`src/rtl/cpu_fetch_pkg.sv`:
```
// rtl/cpu_fetch_pkg.sv - shared fetch-stage types, widths and alignment helper
package cpu_fetch_pkg;

    // Default widths, shared with the PC register and decode
    localparam int ADDR_W_DEF = 32;
    localparam int DATA_W_DEF = 32;

    // Instructions are word aligned; any set bit under this mask is a misaligned PC
    localparam logic [1:0] INSTR_ALIGN_MASK = 2'b11;

    typedef enum logic [1:0] {
        ST_IDLE = 2'd0,
        ST_WAIT = 2'd1,
        ST_HOLD = 2'd2,
        ST_ERR  = 2'd3
    } fetch_state_t;

    function automatic logic pc_is_aligned(input logic [1:0] pc_lo);
        return (pc_lo & INSTR_ALIGN_MASK) == 2'b00;
    endfunction

endpackage

```
`src/rtl/fetch_watchdog.sv`:
```
// rtl/fetch_watchdog.sv - saturating wait-cycle counter for the fetch handshake
module fetch_watchdog #(
    parameter int TIMEOUT = 255
) (
    input  logic clk,
    input  logic reset,
    input  logic clear,
    input  logic count_en,
    output logic expired
);

    localparam int W = $clog2(TIMEOUT + 1);
    localparam logic [W-1:0] LIMIT    = W'(TIMEOUT);
    localparam logic [W-1:0] LIMIT_M1 = W'(TIMEOUT - 1);

    logic [W-1:0] count_q;

    // Count unanswered wait cycles; hold at LIMIT so the counter never wraps
    always_ff @(posedge clk) begin
        if (reset || clear) begin
            count_q <= '0;
        end else if (count_en && (count_q != LIMIT)) begin
            count_q <= count_q + 1'b1;
        end
    end

    // Fires in the wait cycle whose increment would bring the count to TIMEOUT
    assign expired = count_en && (count_q >= LIMIT_M1);

endmodule

```
`src/rtl/instr_fetch_unit.sv`:
```
// rtl/instr_fetch_unit.sv - fetch stage between the PC register and decode
module instr_fetch_unit
    import cpu_fetch_pkg::*;
#(
    parameter int ADDR_W  = ADDR_W_DEF,
    parameter int DATA_W  = DATA_W_DEF,
    parameter int TIMEOUT = 255
) (
    input  logic              clk,
    input  logic              reset,
    input  logic [ADDR_W-1:0] pc,
    output logic              pc_en,
    input  logic              flush,
    output logic              imem_req,
    output logic [ADDR_W-1:0] imem_addr,
    input  logic              imem_ack,
    input  logic [DATA_W-1:0] imem_rdata,
    output logic              instr_valid,
    output logic [DATA_W-1:0] instr,
    output logic [ADDR_W-1:0] instr_pc,
    input  logic              instr_ready,
    output logic              fetch_err
);

    fetch_state_t      state_q, state_d;
    logic              drop_q, drop_d;
    logic              req_q, req_d;
    logic [ADDR_W-1:0] addr_q, addr_d;
    logic              valid_q, valid_d;
    logic [DATA_W-1:0] instr_q, instr_d;
    logic [ADDR_W-1:0] ipc_q, ipc_d;
    logic              pc_en_q, pc_en_d;
    logic              err_q, err_d;

    logic              wd_clear;
    logic              wd_count_en;
    logic              wd_expired;

    // Watchdog is zeroed whenever a new request is being launched from IDLE
    assign wd_clear    = (state_q == ST_IDLE);
    assign wd_count_en = (state_q == ST_WAIT) && !imem_ack;

    fetch_watchdog #(
        .TIMEOUT (TIMEOUT)
    ) u_watchdog (
        .clk      (clk),
        .reset    (reset),
        .clear    (wd_clear),
        .count_en (wd_count_en),
        .expired  (wd_expired)
    );

    // Next-state and output-register logic for the fetch FSM
    always_comb begin
        state_d = state_q;
        drop_d  = drop_q;
        req_d   = req_q;
        addr_d  = addr_q;
        valid_d = valid_q;
        instr_d = instr_q;
        ipc_d   = ipc_q;
        pc_en_d = 1'b0;
        err_d   = err_q;

        case (state_q)
            ST_IDLE: begin
                if (!pc_is_aligned(pc[1:0])) begin
                    err_d   = 1'b1;
                    state_d = ST_ERR;
                end else begin
                    addr_d  = pc;
                    req_d   = 1'b1;
                    state_d = ST_WAIT;
                end
            end
            ST_WAIT: begin
                // The request is never withdrawn; a flush only marks the reply for discard
                if (imem_ack) begin
                    req_d  = 1'b0;
                    drop_d = 1'b0;
                    if (drop_q || flush) begin
                        state_d = ST_IDLE;
                    end else begin
                        instr_d = imem_rdata;
                        ipc_d   = addr_q;
                        valid_d = 1'b1;
                        pc_en_d = 1'b1;
                        state_d = ST_HOLD;
                    end
                end else if (wd_expired) begin
                    req_d   = 1'b0;
                    drop_d  = 1'b0;
                    err_d   = 1'b1;
                    state_d = ST_ERR;
                end else if (flush) begin
                    drop_d = 1'b1;
                end
            end
            ST_HOLD: begin
                // Flush wins over a simultaneous ready: the instruction is not delivered
                if (flush || instr_ready) begin
                    valid_d = 1'b0;
                    state_d = ST_IDLE;
                end
            end
            default: begin
                req_d   = 1'b0;
                valid_d = 1'b0;
                err_d   = 1'b1;
                state_d = ST_ERR;
            end
        endcase
    end

    // State and output registers; reset abandons any outstanding request
    always_ff @(posedge clk) begin
        if (reset) begin
            state_q <= ST_IDLE;
            drop_q  <= 1'b0;
            req_q   <= 1'b0;
            addr_q  <= '0;
            valid_q <= 1'b0;
            instr_q <= '0;
            ipc_q   <= '0;
            pc_en_q <= 1'b0;
            err_q   <= 1'b0;
        end else begin
            state_q <= state_d;
            drop_q  <= drop_d;
            req_q   <= req_d;
            addr_q  <= addr_d;
            valid_q <= valid_d;
            instr_q <= instr_d;
            ipc_q   <= ipc_d;
            pc_en_q <= pc_en_d;
            err_q   <= err_d;
        end
    end

    assign pc_en       = pc_en_q;
    assign imem_req    = req_q;
    assign imem_addr   = addr_q;
    assign instr_valid = valid_q;
    assign instr       = instr_q;
    assign instr_pc    = ipc_q;
    assign fetch_err   = err_q;

endmodule

```
`config.mk`:
```
export PLATFORM = sky130hd
export DESIGN_NAME = instr_fetch_unit
export DESIGN_NICKNAME = d
export VERILOG_FILES = /design/src/rtl/cpu_fetch_pkg.sv /design/src/rtl/fetch_watchdog.sv /design/src/rtl/instr_fetch_unit.sv
export SDC_FILE = /design/constraint.sdc
export NUM_CORES = 1
export LEC_CHECK = 0
export CORE_MARGIN = 5
export CORE_UTILIZATION = 41
export CTS_CLUSTER_DIAMETER = 30
export DETAILED_ROUTE_END_ITERATION = 10
export HOLD_SLACK_MARGIN = 0.1
export PLACE_DENSITY = 0.76
export SLEW_MARGIN = 5
export SYNTH_ARGS = -nofsm -noshare
export SYNTH_HDL_FRONTEND = slang
export SYNTH_SLANG_ARGS = --single-unit
```
`constraint.sdc`:
```
create_clock -name clk -period 4 [get_ports clk]
set_input_delay 1 -clock clk [delete_from_list [all_inputs] [get_ports clk]]
set_output_delay 1 -clock clk [all_outputs]
set_load 0.01 [all_outputs]
```
==> qor.csv, run 1 <==
stage;metric;value;unit
synthesis;synth_ff_type;dfxtp_1;
synthesis;synth_mux_area_frac;0.00704;
setup_path;cpLargestDelayFamily;buffers and inverters;
sta;max_freq;0.347;GHz
synthesis;synth-seq-cells;111;
floorplan;num_rows;37;
setup_path;start_kind;input pin;
finish;diodes;0;
setup_path;worst-setup-path-type;input pin to flop;
finish;finish.utilization;0.605;
worst_hold_path;hold_depth;2;
floorplan;die_h;112;µm
floorplan;die_area;12500;µm²
synthesis;synth_adder_area_share;0.00586;
setup_path;reg2reg_setup_slack;1600;ps
pwr;power;2.10;mW
synthesis;syn-num-nets;592;
job;drv_cap;0;
setup_path;r2r_cells;4;
worst_hold_path;worstHoldEndpoint;instr_pc[22];
setup_path;path_buf_inv;2;
synthesis;synth-xor-area-share;0;
setup_path;cp.arrival;3100;ps
finish;final_area;6180;µm²
sta;skew;12.4;ps
routing;drtIter0Drc;296;
floorplan;initial_core_util;0.417;
pwr;ir_drop;0.158;mV
routing;wl;13100;µm
floorplan;coreArea;10200;µm²
finish;n_fill_cell;925;
setup_path;path_cells;clkdlybuf4s50_1, nand3b_1, buf_4, o21ai_0, a21oi_1;
setup_path;cpMaxStageDelayCell;nand3b_1;
synthesis;synthDistinctLibCells;38;
setup_path;timing.rr.start;state_q[0];
clock_network;root_buffer;clkbuf_8;
global_routing;grt_pass1_wl;21000;µm
placement;hpwl;9100;µm
setup_path;cp_max_fo;39;
sta;setup_viol;0;
sta;rsz0062_at_grt;no;
sta;whs;481;ps
sta;fin_tns_setup;0;ps
pwr;p_per_area;339;nW/µm²
sta;fin_crit;2880;ps
sta;post-route-period-util;0.721;
synthesis;ys_seq_area_frac;0.521;
finish;area_growth;44.9;%
run_status;status;completed;
synthesis;synth_edf_count;0;
worst_hold_path;min-delay-start;instr_pc[22];
synthesis;synth_compound_area_frac;0.237;
placement;gp_congestion;0.858;
synthesis;synth_warnings;0;
finish;layout_common_cells;clkdlybuf4s50_1, dfxtp_1, a21oi_1;
clock_network;post-cts-setup-buffers;0;
placement;dpl_cell_area;6000;µm²
global_routing;grtUsageTotal;0.201;
setup_path;cp.required;4220;ps
clock_network;cts_tree;built;
global_routing;grt_max_degree;51;
routing;postRouteAntennaNets;0;
setup_path;reg2reg_to;instr[22];
clock_network;cts_hold_buffers;0;
global_routing;gr-total-overflow;0;
floorplan;io_pins;169;
synthesis;synth_top_family_by_area;compound AO/OA/AOI/OAI gates;
routing;drc;0;
routing;viasPerCell;5.36;
synthesis;async_reset_ff_frac;0;
clock_network;clk_latency;350;ps
sta;slew_headroom;0.250;
sta;finalHoldViolCount;0;
synthesis;syn_inst;521;
clock_network;htree_levels;3;
finish;final_common_cell;clkdlybuf4s50_1;
sta;timing.final.max_slew_violations;0;
setup_path;max_stage_delay;690;ps
routing;dr.pass1.iters;4;
routing;vias;4280;
floorplan;chipWidth;112;µm
synthesis;synth.area.top_cells;dfxtp_1, a21oi_1, o21ai_0;
clock_network;clk_pin_slew;100;ps
synthesis;synth_area_per_cell;8.19;µm²
pwr;leakage;2.04;nW
synthesis;synthSimpleGateAreaFrac;0.179;
routing;avgRoutedWirePerCell;16.4;µm
synthesis;synth_top_area_share;0.521;
sta;worst_slew_pin_slew;1130;ps
finish;drive_gt1_frac;0.0498;
global_routing;grt_pass1_vias;4061;
clock_network;cts_resized;0;
synthesis;yosysTopAreaCell;dfxtp_1;
clock_network;clockBufferDepth;2;
setup_path;end_kind;flop;
finish;fin_nets;728;
synthesis;synth_area;4270;µm²
placement;io_buffers;168;
global_routing;antenna_found_initial;0;
clock_network;clock_sinks;111;
worst_hold_path;min_path_type;flop to flop;
clock_network;cts_made_buffers;9;
[through the flow]
step	setup slack (ps)	cells
after floorplan	1770	521
after global placement	829	782
after detailed placement	761	782
after CTS	1150	798
after global routing	949	798
final	1120	798
[flip-flops by register name, indices dropped and copies added (netlist names)]
register / cells
instr: 32
drop_q: 1
fetch_err: 1
state_q: 2
instr_valid: 1
pc_en: 1
instr_pc: 32
imem_req: 1
imem_addr: 32
u_watchdog.count_q: 8
[Yosys cell counts (3+ instances only)]
| library cell | n |
|---|---|
| dfxtp_1 | 111 |
| a211oi_1 | 3 |
| clkbuf_1 | 43 |
| nand3_1 | 66 |
| nand2_1 | 68 |
| buf_1 | 3 |
| nor2_1 | 4 |
| nand2b_1 | 3 |
| and3_1 | 4 |
| o21ai_0 | 68 |
| mux2i_1 | 3 |
| a31oi_1 | 6 |
| buf_2 | 3 |
| inv_1 | 6 |
| a21oi_1 | 96 |
[metal layers]
metal / vias to the layer above / routed length [µm] / track usage / share of wire
met5: - / 0 / 0 / 0
met4: 0 / 75 / 0.0529 / 0.0057
met3: 4 / 952 / 0.0512 / 0.073
met2: 157 / 6270 / 0.329 / 0.48
met1: 2017 / 5750 / 0.266 / 0.44
li1: 2102 / - / - / -
[power by group]
part | internal (mW) | total, mW | leakage [nW] | switching, mW
Clock | 0.249 | 0.622 | 0.0861 | 0.373
Combinational | 0.148 | 0.308 | 1.06 | 0.160
Sequential | 1.14 | 1.17 | 0.898 | 0.0308
Total | 1.53 | 2.10 | 2.04 | 0.564
[tightest hold or removal path, cell delays in order, from the launching register on]
cell and delay (ps):
dfxtp_1 320, o21ai_0 60, a21oi_1 60
[how the worst max path moves through the flow]
stage | from | to | depth (start not counted)
2_1_floorplan | imem_ack | u_watchdog.count_q[7] | 4
3_3_place_gp | imem_ack | instr_pc[30] | 5
3_5_place_dp | imem_ack | instr[29] | 5
4_1_cts | imem_ack | instr[29] | 5
5_1_grt | imem_ack | instr[19] | 5
6_report | imem_ack | instr[22] | 5
[kinds of logic (layout without fill, tap and decap cells)]
kind of cell | after synthesis | after routing
muxes | 3 | 3
adders and majority gates | 2 | 2
DFF | 111 | 111
buffers and inverters | 56 | 197
AOI/OAI and AO/OA | 187 | 187
and+or+nand+nor | 162 | 162
[area by class of cell]
class	count	area (µm²)	share of cell area
Sequential cell	111	2220	0.359
Multi-Input combinational cell	354	1850	0.298
Timing Repair Buffer	175	1740	0.282
Tap cell	136	170	0.0275
Clock buffer	11	141	0.0229
Clock inverter	5	41.3	0.00668
Inverter	6	22.5	0.00364
Note: power is estimated with default switching activity, not from simulation.
==> run 2, diff against run 1 <==
- clock period: 4 -> 2.85 ns (I/O delays scaled with it)
==> run 2 against run 1 <==
Compared with the run above: die area did not move; via count rose by 1.5%; total power rose by 48%; largest power group unchanged; register-to-register slack got worse by 700 ps; sequential cell count did not move; cell area rose by 1.4%; non-clock buffer count rose by 3; critical path depth fell by 1; largest cell class unchanged; combinational power rose by 45%; first-iteration DRC count rose by 1.7%; clock-buffer cell count did not move; final cell count rose by 0.38%.
==> qor.csv, run 2 (synthesized netlist as in run 1, its figures left out) <==
stage;metric;value;unit;change
run_status;status;completed;;
routing;viasPerCell;5.42;;+1.1%
placement;io_buffers;168;;unchanged
setup_path;start_kind;input pin;;
finish;fin_nets;731;;+0.41%
floorplan;die_area;12500;µm²;unchanged
sta;setup_viol;0;;unchanged
setup_path;worst-setup-path-type;input pin to flop;;
finish;n_fill_cell;891;;-3.7%
finish;diodes;0;;unchanged
global_routing;met1_usage;0.255;;-0.0106
setup_path;cpMaxStageDelayCell;or4_1;;
floorplan;die_h;112;µm;unchanged
pwr;ir_drop;0.307;mV;+94%
pwr;leakage;2.09;nW;+2.3%
setup_path;r2r_cells;3;;-1
setup_path;worstSetupStartpoint;imem_ack;;
setup_path;cp.required;3110;ps;-1110 ps
global_routing;top_usage_layer;met2;;
sta;slew_headroom;0.651;;+0.401
global_routing;use_met2;0.344;;+0.0156
global_routing;use_met3;0.0555;;+0.00431
floorplan;chipWidth;112;µm;unchanged
floorplan;initial_core_util;0.417;;unchanged
setup_path;reg2reg_to;u_watchdog.count_q[7];;
finish;final_common_cell;clkdlybuf4s50_1;;
sta;timing.final.max_slew_violations;0;;unchanged
setup_path;crit_end;u_watchdog.count_q[7];;
setup_path;cp.arrival;2410;ps;-690 ps
clock_network;cts_hold_buffers;0;;unchanged
global_routing;grt_pass1_wl;21400;µm;+2.1%
routing;dr.pass1.iters;4;;unchanged
worst_hold_path;min_path_type;flop to flop;;
clock_network;clk_latency;360;ps;about the same
finish;drive_gt1_frac;0.0541;;+0.00429
routing;vias;4343;;+1.5%
routing;drc;0;;unchanged
setup_path;reg2reg_setup_slack;900;ps;-700 ps
sta;whs;478;ps;-3.67 ps
clock_network;htree_levels;3;;unchanged
clock_network;clk_pin_slew;100;ps;about the same
floorplan;num_rows;37;;unchanged
sta;skew;10.9;ps;-1.43 ps
worst_hold_path;hold_depth;2;;unchanged
global_routing;grt_max_degree;80;;+57%
sta;worst_slew_pin_slew;523;ps;-602 ps
finish;multi_input_area;1850;µm²;unchanged
finish;layout_common_cells;clkdlybuf4s50_1, dfxtp_1, a21oi_1;;
setup_path;cp_max_fo;7;;-82%
clock_network;clockBufferDepth;2;;unchanged
setup_path;path_cells;clkdlybuf4s50_1, or3b_1, or4_1, o211a_1;;
setup_path;end_kind;flop;;
finish;fin_cells;801;;+0.38%
job;drv_cap;0;;unchanged
routing;postRouteAntennaNets;0;;unchanged
clock_network;clock_sinks;111;;unchanged
floorplan;io_pins;169;;unchanged
routing;drtIter0Drc;301;;+1.7%
setup_path;timing.rr.start;state_q[0];;
pwr;power;3.11;mW;+48%
routing;wl;13200;µm;+1.1%
sta;post-route-period-util;0.756;;
finish;area_growth;47.0;%;
clock_network;cts_resized;0;;unchanged
finish;regArea;2220;µm²;unchanged
sta;rsz0062_at_grt;no;;
placement;hpwl;9050;µm;-0.57%
placement;placed_cells;785;;+0.38%
global_routing;gr-total-overflow;0;;unchanged
routing;avgRoutedWirePerCell;16.5;µm;+0.76%
clock_network;cts_made_buffers;9;;unchanged
sta;max_freq;0.464;GHz;
global_routing;grtUsageTotal;0.206;;+0.00539
sta;finalHoldViolCount;0;;unchanged
setup_path;max_stage_delay;550;ps;-140 ps
floorplan;coreArea;10200;µm²;unchanged
placement;gp_congestion;0.813;;-5.3%
clock_network;cts_tree;built;;
sta;fin_crit;2160;ps;
sta;fin_tns_setup;0;ps;unchanged
pwr;p_per_area;496;nW/µm²;+46%
global_routing;antenna_found_initial;0;;unchanged
clock_network;root_buffer;clkbuf_8;;
clock_network;post-cts-setup-buffers;0;;unchanged
global_routing;grt_pass1_vias;4229;;+4.1%
==> run 2: per-stage QoR <==
stage                     utilization  instance area, µm²  setup slack (ps)
after floorplan                     -                4270               909
after global placement          0.591                6050               358
after detailed placement        0.591                6050               341
after CTS                       0.613                6270               739
after global routing            0.613                6270               649
final                           0.613                6270               694
==> run 2: routing by layer <==
metal	up-vias	part of all wire
li1	2118	-
met5	-	0
met1	2039	0.42
met3	25	0.078
met2	161	0.47
met4	0	0.023
==> run 2: worst max-delay path, delay by kind of cell <==
family / cells / cell delay, ps
AOI/OAI and AO/OA: 1 / 140
buffers and inverters: 1 / 520
and+or+nand+nor: 2 / 1050
==> run 2: cell type report <==
type	count	area share
Clock inverter	5	0.0130
Clock buffer	11	0.0225
Sequential cell	111	0.354
Timing Repair Buffer	178	0.285
Multi-Input combinational cell	354	0.294
Inverter	6	0.00359
Tap cell	136	0.0271
==> run 2: how the worst min path moves through the flow <==
| stage | from | end | slack, ps |
|---|---|---|---|
| final | imem_addr[27] | imem_addr[27] | 480 |
| after global routing | instr_pc[4] | instr_pc[4] | 500 |
| after CTS | instr[1] | instr[1] | 480 |
| after detailed placement | instr[1] | instr[1] | 470 |
| after global placement | imem_addr[17] | imem_addr[17] | 460 |
| after floorplan | u_watchdog.count_q[3] | u_watchdog.count_q[3] | 470 |
==> run 2: report_power, final <==
part / total (mW) / switching (mW) / internal (mW)
sequential: 1.64 / 0.0427 / 1.60
combinational: 0.446 / 0.231 / 0.216
clock: 1.03 / 0.507 / 0.520
==> run 3, diff against run 2 <==
- CORE_UTILIZATION: 41 -> 39
- clock period: 2.85 -> 1.9 ns (I/O delays scaled with it)
==> run 3 against run 2 <==
Compared with the run above: clock power rose by 50%; via count grew 0.46%; final cell count rose by 2.1%; critical path type is now flop to primary output; largest cell class unchanged.
==> qor.csv, run 3 (synthesized netlist as in run 1, its figures left out) <==
stage;metric;value;unit;change
routing;avgRoutedWirePerCell;16.2;µm;-1.5%
placement;dpl_cell_area;6220;µm²;+2.8%
global_routing;grtUsageTotal;0.197;;-0.00886
floorplan;num_rows;38;;+2.7%
finish;drive_gt1_frac;0.0723;;+0.0181
sta;rsz0062_at_grt;no;;
setup_path;cpLargestDelayFamily;buffers and inverters;;
global_routing;grt_pass1_vias;4320;;+2.2%
setup_path;end_kind;primary output;;
pwr;power;4.73;mW;+52%
clock_network;htree_levels;3;;unchanged
floorplan;initial_core_util;0.395;;-0.0217
floorplan;coreArea;10800;µm²;+5.5%
worst_hold_path;hold_depth;2;;unchanged
setup_path;r2r_cells;5;;+2
global_routing;grt_max_degree;54;;-33%
pwr;leakage;2.18;nW;+4.2%
routing;viasPerCell;5.33;;-1.6%
clock_network;clock_sinks;111;;unchanged
setup_path;worst-setup-path-type;flop to primary output;;
floorplan;io_pins;169;;unchanged
sta;post-route-period-util;0.944;;
global_routing;gr-total-overflow;0;;unchanged
finish;finish.utilization;0.597;;-0.0164
clock_network;clockBufferDepth;2;;unchanged
routing;drtIter0Drc;480;;+59%
setup_path;cpMaxStageDelayCell;clkdlybuf4s50_1;;
job;drv_cap;0;;unchanged
routing;vias;4363;;+0.46%
clock_network;post-cts-setup-buffers;0;;unchanged
setup_path;start_kind;flop;;
pwr;ir_drop;0.467;mV;+52%
setup_path;path_cells;clkdlybuf4s50_1;;
sta;skew;11.6;ps;+0.634 ps
sta;finalHoldViolCount;0;;unchanged
clock_network;cts_hold_buffers;0;;unchanged
setup_path;cp.required;1420;ps;-1690 ps
setup_path;path_depth;1;;-3
worst_hold_path;min_path_type;input pin to flop;;
sta;setup_viol;0;;unchanged
placement;io_buffers;168;;unchanged
finish;fin_nets;744;;+1.8%
placement;place_ws;-132;ps;-473 ps
clock_network;clk_pin_slew;90;ps;about the same
global_routing;antenna_found_initial;0;;unchanged
clock_network;clk_latency;350;ps;about the same
finish;final_common_cell;clkdlybuf4s50_1;;
clock_network;cts_resized;0;;unchanged
clock_network;cts_made_buffers;9;;unchanged
clock_network;cts_tree;built;;
finish;diodes;0;;unchanged
sta;fin_crit;1790;ps;
floorplan;die_h;115;µm;+2.3%
pwr;p_per_area;734;nW/µm²;+48%
finish;area_growth;50.9;%;
finish;multi_input_area;1850;µm²;unchanged
setup_path;max_stage_delay;560;ps;about the same
finish;regArea;2220;µm²;unchanged
sta;setup_ws;107;ps;-587 ps
sta;worst_slew_pin_slew;536;ps;+12.3 ps
sta;max_freq;0.558;GHz;
setup_path;path_buf_inv;1;;unchanged
global_routing;grt_pass1_wl;21100;µm;-1.8%
finish;layout_common_cells;clkdlybuf4s50_1, dfxtp_1, a21oi_1;;
routing;wl;13300;µm;+0.63%
setup_path;cp_max_fo;3;;-4
clock_network;root_buffer;clkbuf_8;;
placement;hpwl;9330;µm;+3.1%
floorplan;die_area;13100;µm²;+4.7%
placement;placed_cells;802;;+2.2%
sta;slew_headroom;0.643;;-0.00773
finish;final_area;6440;µm²;+2.7%
setup_path;cp.arrival;1320;ps;-1090 ps
placement;gp_congestion;0.846;;+4.1%
routing;postRouteAntennaNets;0;;unchanged
sta;timing.final.max_slew_violations;0;;unchanged
routing;dr.pass1.iters;4;;unchanged
run_status;status;completed;;
finish;fin_cells;818;;+2.1%
finish;n_fill_cell;974;;+9.3%
routing;drc;0;;unchanged
floorplan;chipWidth;115;µm;+2.3%
==> run 3: cell count changes in the layout (fill, tap and decap cells not counted), sizes merged <==
cell and delta:
buf +13
==> run 3: cell type report <==
type,count,area share
Timing Repair Buffer,191,0.303
Tap cell,140,0.0272
Multi-Input combinational cell,354,0.287
Inverter,6,0.00350
Sequential cell,111,0.345
Clock inverter,5,0.0126
Clock buffer,11,0.0220
==> run 3: layer usage <==
layer  routed length, µm  GRT usage  vias up  share of wire
met3                 909     0.0354       21          0.068
met5                   0          0        -              0
li1                    -          -     2138              -
met4                 282     0.0808        0          0.021
met2                6270      0.331      162           0.47
met1                5820      0.249     2042           0.44
==> run 3: power by group <==
group | internal (mW) | total [mW] | switching, mW
combinational | 0.373 | 0.742 | 0.370
sequential | 2.39 | 2.44 | 0.0505
clock | 0.781 | 1.54 | 0.763
total | 3.55 | 4.73 | 1.18
==> run 3: path summary, 6_finish.rpt <==
check / start / endpoint / slack, ps
min: reset / instr_pc[1] / 380
max reg2reg: u_watchdog.count_q[1] / u_watchdog.count_q[4] / 290
min reg2reg: imem_addr[28] / imem_addr[28] / 480
max: imem_addr[25] / imem_addr[25] / 110
==> run 3: metrics by stage <==
step,hold WS (ps),TNS (ps)
floorplan,465,0
global placement,460,-1450
detailed placement,465,-2350
CTS,358,0
global route,364,0
finish,376,0
